<file path="src/rtl/piso_arb_pkg.sv">
// Shared types, default sizes and round-robin winner selection for piso_tx_arbiter.
package piso_arb_pkg;

   typedef enum logic [1:0] {
      IDLE  = 2'd0,
      SHIFT = 2'd1,
      GAP   = 2'd2
   } arb_state_t;

   localparam int unsigned DEF_WIDTH = 8;
   localparam int unsigned DEF_NREQ  = 4;
   localparam int unsigned MAX_NREQ  = 32;

   // First set bit of valid at or after ptr, wrapping modulo nreq; 0 when none is set.
   function automatic int unsigned rr_pick(input logic [MAX_NREQ-1:0] valid,
                                           input int unsigned         nreq,
                                           input int unsigned         ptr);
      int unsigned         idx;
      logic                found;
      logic [MAX_NREQ-1:0] sh;
      rr_pick = 0;
      found   = 1'b0;
      for (int unsigned off = 0; off < MAX_NREQ; off++) begin
         idx = (ptr + off) % nreq;
         sh  = valid >> idx;
         if (!found && (off < nreq) && sh[0]) begin
            rr_pick = idx;
            found   = 1'b1;
         end
      end
   endfunction

endpackage

</file>
<file path="src/rtl/piso_shifter.sv">
// Parallel-load, LSB-first right shifter with zero fill; bit 0 is the serial tap.
module piso_shifter #(
   parameter int WIDTH = 8
) (
   input  logic             clk_i,
   input  logic             rst_i,
   input  logic             load_i,
   input  logic             shift_en_i,
   input  logic [WIDTH-1:0] din_i,
   output logic             bit0_o
);

   logic [WIDTH-1:0] sh_q;

   always_ff @(posedge clk_i or negedge rst_i) begin
      if (!rst_i) begin
         sh_q <= '0;
      end else if (load_i) begin
         sh_q <= din_i;
      end else if (shift_en_i) begin
         sh_q <= {1'b0, sh_q[WIDTH-1:1]};
      end
   end

   assign bit0_o = sh_q[0];

endmodule

</file>
<file path="src/rtl/piso_tx_arbiter.sv">
// Round-robin arbiter feeding one shared PISO serial line with framing strobes.
// Optional even-parity trailer bit: define PISO_ARB_PARITY_EN.
//
// state | meaning
// IDLE  | arbitrate, accept one word, load the shifter
// SHIFT | drive frame bits (data, then parity when enabled)
// GAP   | one-cycle inter-frame spacer, line quiet
module piso_tx_arbiter
   import piso_arb_pkg::*;
#(
   parameter int WIDTH = DEF_WIDTH,
   parameter int NREQ  = DEF_NREQ,
   localparam int GW   = $clog2(NREQ)
) (
   input  logic                  clk,
   input  logic                  rst,
   input  logic [NREQ-1:0]       req_valid,
   input  logic [NREQ*WIDTH-1:0] req_data,
   output logic [NREQ-1:0]       req_ready,
   output logic                  ser_out,
   output logic                  ser_valid,
   output logic                  ser_first,
   output logic [GW-1:0]         grant_id,
   output logic                  busy
);

   localparam int CW = $clog2(WIDTH + 2);
`ifdef PISO_ARB_PARITY_EN
   localparam int F = WIDTH + 1;
`else
   localparam int F = WIDTH;
`endif
   localparam logic [CW-1:0] LAST = CW'(F - 1);

   arb_state_t       state_q, state_d;
   logic [CW-1:0]    cnt_q, cnt_d;
   logic [GW-1:0]    rr_q, rr_d;
   logic [GW-1:0]    grant_q, grant_d;
   logic             ser_valid_q, ser_valid_d;
   logic             ser_first_q, ser_first_d;
   logic             busy_q, busy_d;
   logic             any_valid;
   logic [GW-1:0]    win;
   logic [GW-1:0]    rr_nxt;
   logic [WIDTH-1:0] win_word;
   logic             load;
   logic             shift_en;
   logic             sh_bit0;

   assign any_valid = |req_valid;
   assign win       = GW'(rr_pick(MAX_NREQ'(req_valid), NREQ, 32'(rr_q)));
   assign rr_nxt    = (win == GW'(NREQ - 1)) ? '0 : win + GW'(1);
   assign win_word  = req_data[win*WIDTH +: WIDTH];

   always_comb begin
      req_ready = '0;
      if (rst && (state_q == IDLE) && any_valid) begin
         req_ready[win] = 1'b1;
      end
   end

   always_comb begin
      state_d     = state_q;
      cnt_d       = cnt_q;
      rr_d        = rr_q;
      grant_d     = grant_q;
      ser_valid_d = 1'b0;
      ser_first_d = 1'b0;
      busy_d      = 1'b0;
      load        = 1'b0;
      shift_en    = 1'b0;
      case (state_q)
         IDLE: begin
            if (any_valid) begin
               load        = 1'b1;
               state_d     = SHIFT;
               cnt_d       = '0;
               rr_d        = rr_nxt;
               grant_d     = win;
               ser_valid_d = 1'b1;
               ser_first_d = 1'b1;
               busy_d      = 1'b1;
            end
         end
         SHIFT: begin
            shift_en = 1'b1;
            busy_d   = 1'b1;
            if (cnt_q == LAST) begin
               state_d = GAP;
            end else begin
               cnt_d       = cnt_q + CW'(1);
               ser_valid_d = 1'b1;
            end
         end
         GAP: begin
            state_d = IDLE;
         end
         default: begin
            state_d = IDLE;
         end
      endcase
   end

   always_ff @(posedge clk or negedge rst) begin
      if (!rst) begin
         state_q     <= IDLE;
         cnt_q       <= '0;
         rr_q        <= '0;
         grant_q     <= '0;
         ser_valid_q <= 1'b0;
         ser_first_q <= 1'b0;
         busy_q      <= 1'b0;
      end else begin
         state_q     <= state_d;
         cnt_q       <= cnt_d;
         rr_q        <= rr_d;
         grant_q     <= grant_d;
         ser_valid_q <= ser_valid_d;
         ser_first_q <= ser_first_d;
         busy_q      <= busy_d;
      end
   end

   piso_shifter #(.WIDTH(WIDTH)) u_shifter (
      .clk_i      (clk),
      .rst_i      (rst),
      .load_i     (load),
      .shift_en_i (shift_en),
      .din_i      (win_word),
      .bit0_o     (sh_bit0)
   );

`ifdef PISO_ARB_PARITY_EN
   localparam logic [CW-1:0] PAR_CNT = CW'(WIDTH - 1);
   logic par_word_q;
   logic par_q;

   // The shifter is all zeros by the parity slot, so OR-ing the parity flop in is clean.
   always_ff @(posedge clk or negedge rst) begin
      if (!rst) begin
         par_word_q <= 1'b0;
         par_q      <= 1'b0;
      end else begin
         if (load) begin
            par_word_q <= ^win_word;
         end
         par_q <= ((state_q == SHIFT) && (cnt_q == PAR_CNT)) ? par_word_q : 1'b0;
      end
   end

   assign ser_out = sh_bit0 | par_q;
`else
   assign ser_out = sh_bit0;
`endif

   assign ser_valid = ser_valid_q;
   assign ser_first = ser_first_q;
   assign grant_id  = grant_q;
   assign busy      = busy_q;

endmodule

</file>
<file path="config.mk">
export PLATFORM = sky130hd
export DESIGN_NAME = piso_tx_arbiter
export DESIGN_NICKNAME = d
export VERILOG_FILES = /design/src/rtl/piso_arb_pkg.sv /design/src/rtl/piso_shifter.sv /design/src/rtl/piso_tx_arbiter.sv
export SDC_FILE = /design/constraint.sdc
export NUM_CORES = 1
export LEC_CHECK = 0
export ABC_AREA = 0
export CAP_MARGIN = 0
export CORE_MARGIN = 3
export CORE_UTILIZATION = 44
export CTS_CLUSTER_DIAMETER = 50
export CTS_CLUSTER_SIZE = 20
export DETAILED_ROUTE_END_ITERATION = 8
export PLACE_DENSITY = 0.89
export SLEW_MARGIN = 20
export SYNTH_ARGS = -nofsm -noshare
export SYNTH_HDL_FRONTEND = slang
export SYNTH_SLANG_ARGS = --single-unit
</file>
<file path="constraint.sdc">
create_clock -name clk -period 2.25 [get_ports clk]
set_input_delay 0.45 -clock clk [delete_from_list [all_inputs] [get_ports clk]]
set_output_delay 0.45 -clock clk [all_outputs]
set_load 0.005 [all_outputs]
</file>
==> results <==
[per-layer routing]
layer	GRT usage, %	vias up	wire length [um]
met5	0	-	0
met2	36.4	33	1940
met3	4.32	8	184
li1	-	624	-
met1	24.8	599	1500
met4	9.81	0	91
[repair_timing]
action	in CTS	in global routing
hold endpoints to repair	0	0
buffers inserted	3	5
pin swaps	3	7
hold buffers	0	0
resized for setup	33	12
setup endpoints to repair	5	4
gates cloned	0	0
[flip-flops by register name, indices dropped and copies added, names as in the netlist]
name and count:
u_shifter.sh_q 8, cnt_q 4, grant_id 2, rr_q 2, state_q 2, busy 1, ser_first 1, ser_valid 1
[power by group through the flow]
stage,clock (W),sequential (W),combinational [W]
floorplan,0,0.000639,0.000645
global placement,0,0.000642,0.00105
detailed placement,0,0.000651,0.00109
CTS,0.000190,0.000648,0.00115
global route,0.000205,0.000681,0.00140
finish,0.000187,0.000660,0.00128
[how the worst max path moves through the flow]
stage	endpoint	slack [ns]	depth (start not counted)
after floorplan	req_ready[0]	0.27	7
after global placement	req_ready[0]	-0.65	8
after detailed placement	req_ready[1]	-0.73	8
after CTS	req_ready[1]	-0.04	7
after global routing	req_ready[0]	-0.19	7
final	req_ready[0]	-0.12	7
[metrics by stage]
step	area, um2	hold slack, ns
after floorplan	1290	0.154
after global placement	1910	0.462
after detailed placement	1910	0.478
after CTS	1980	0.508
after global routing	2100	0.544
final	2100	0.496
[critical path, delay by kind of cell, from the launching register on]
| family | cells | cell delay (ns) |
|---|---|---|
| flip-flops | 1 | 0.49 |
| AND/OR/NAND/NOR | 2 | 0.34 |
| buffers and inverters | 2 | 0.22 |
| multiplexers | 1 | 0.22 |
| AO/OA/AOI/OAI | 1 | 0.16 |
| adder cells (fa/ha/maj) | 1 | 0.16 |
[kinds of logic (layout without fill, tap and decap cells)]
logic type,after synthesis,count (layout),synth area share [%]
adder cells (fa/ha/maj),5,5,4.85
flip-flops,21,21,40.7
XOR/XNOR,2,2,1.36
AO/OA/AOI/OAI,26,26,15.6
AND/OR/NAND/NOR,51,51,20.3
buffers and inverters,10,83,4.27
multiplexers,16,16,12.9
[layout by cell type, fill, tap and decap left out, drive strengths merged, types with 2 or more instances in the layout]
cell	count
nand3	5
clkbuf	3
and2	3
mux2i	14
o211ai	2
o221ai	6
a21boi	2
a21oi	5
and3	9
inv	4
dlygate4sd2	3
dfrtp	21
nor2b	2
ha	5
clkdlybuf4s50	39
nand2b	2
nand2	19
nor2	6
a211o	2
buf	32
o21ai	3
mux2	2
[area by class of cell]
| type | instances | area share, % |
|---|---|---|
| clock inverters | 1 | 0.357 |
| repair buffers | 75 | 33.2 |
| clock buffers | 3 | 1.07 |
| flip-flops and latches | 21 | 25.0 |
| inverters | 4 | 0.832 |
| well taps | 31 | 1.84 |
| multi-input cells | 100 | 37.7 |
==> summary.md <==
| Metric | Value |
|---|---|
| IO Count | 48 |
| Period utilization | 105% |
| Synth Area per Inst | 9.85 um2 |
| Cell Pwr Density | 1010 mW/mm2 |
| Cell accounting for the most synthesized area | dfrtp_1 |
| Reg2Reg Launch Point | rr_q[1]$_DFFE_PN0P_ |
| Root buf cell | clkbuf_4 |
| CP max stage delay | 0.49 ns |
| Internal cell power | 0.00132 W |
| Commonest cells post-synth | dfrtp_1 (21), nand2_1 (18), mux2i_1 (14) |
| Failing checks | negative setup slack |
| Register area share after synthesis | 40.7% |
| CTS H-tree lvls | 1 |
| Routed WL per cell | 15.8 um |
| Net load switching power | 0.000805 W |
| Clock Sink Count | 21 |
| Leading post-synthesis cells by cell area | dfrtp_1 (41%), mux2i_1 (11%), nand2_1 (5.2%) |
| Class of the worst hold path | flop to flop |
| Overall Power | 0.00212 W |
| Ys flop type | dfrtp_1 |
| Detailed-route via count | 1264 |
| Net Sw Frac | 37.9% |
| Largest net degree at the start of global routing | 22 |
| CP Launch Type | flop |
| Placed cell count | 223 |
| Overflow after GRT | 0 |
| Crit path time final | 2.37 ns |
| Bufs on Longest Clock Path | 2 |
| Routed Antenna Nets | 0 |
| Crit end category | output pin |
| Die Wd | 60.1 um |
| Worst Skew | 0.00140 ns |
| CP Data Required Time | 1.80 ns |
| Setup violations, final | 4 |
| DR pass1 iterations | 4 |
| CORE AREA | 0.00278 mm2 |
| Syn_nets | 174 |
| Reg power frac | 31.1% |
| Sequential cell area | 527 um2 |
| Cell row count | 19 |
| Worst r2r dst | u_shifter.sh_q[4]$_DFFE_PN0N_ |
| Top cell type's share of synthesized area | 40.7% |
| Finished Layout Cells | 235 |
| Worst rel slew slack | 81.7% |
| Post-Syn Instances | 131 |
| Post-route core utilization | 75.7% |
| Setup_tns | -0.262 ns |
| Worst slew pin tran | 0.272 ns |
| CP max FO | 5 |
| R2R depth | 9 |
| Diode count | 0 |
| Placement Setup Slack | -0.734 ns |
| Setup slack after layout | -0.117 ns |
| DRC viols | 0 |
| Hold path start | grant_id[1]$_DFFE_PN0P_ |
| Max cap viols | 0 |
| Global-route usage over all layers | 21.1% |
| R2r setup slk | 0.07 ns |
| Clk network pwr share | 8.8% |
| Initial Utilization | 46.4% |
| Part of the power in combinational logic | 60.1% |
| Hold-critical path depth | 2 |
| Starting DRT DRC Count | 70 |
| Die ar. | 0.00362 mm2 |
| Filler instances | 189 |
| Antenna violations before repair | 0 |
| Critical path origin | rr_q[1]$_DFFE_PN0P_ |
| Register clock-pin slew on the reported worst setup and hold paths | 0.12 ns |
| Routed wire length | 3710 um |
| Crit-path cells | mux2i_4 > o2bb2ai_4 > nor2_4 > inv_2 > ha_2 > and3_1 > buf_2 |
| CTS tree | done |
| Final hold vios | 0 |
| Clock Latency Late Sink | 0.31 ns |
| Vias in the first global route | 1221 |
| Port buffer count | 47 |
| Routability Congestion | 0.796 |
| Slew Viols, Final | 0 |
| Leakage | 0.985 nW |
| Area occupied by multi-input gates | 793 um2 |
| Fmax | 422 MHz |
| P&R area growth vs syn | 63.1% |
| Sink of the worst hold path | grant_id[1]$_DFFE_PN0P_ |
| Die height | 60.1 um |
| Netlist cell types | 38 |
| Share of layout cells above drive strength 1 | 27.0% |
| Status | complete, but fails checks |
| Nets | 248 |
| Crit path arrival time | 1.92 ns |
| Vias per std cell | 5.38 |
| RSZ-0062 raised after global routing | yes |
| Type of the worst setup path | flop to output pin |
| Synth Warn # | 0 |
| Global-route wire length before repair | 5580 um |
| Post-synth EDFFs | 0 |
| Most common cell in the netlist | dfrtp_1 |
| #FFs+latches synth | 21 |
| DPL Wire Length | 2740 um |
| Async SR Flop Fraction | 100% |
| Number of buffers created by CTS | 3 |
| CP max stage cell | dfrtp_2 |
| Worst IR Drop VDD | 0.754 mV |
| Netlist Area Pre-Place | 0.00129 mm2 |
(Power assumes the default switching activity.)
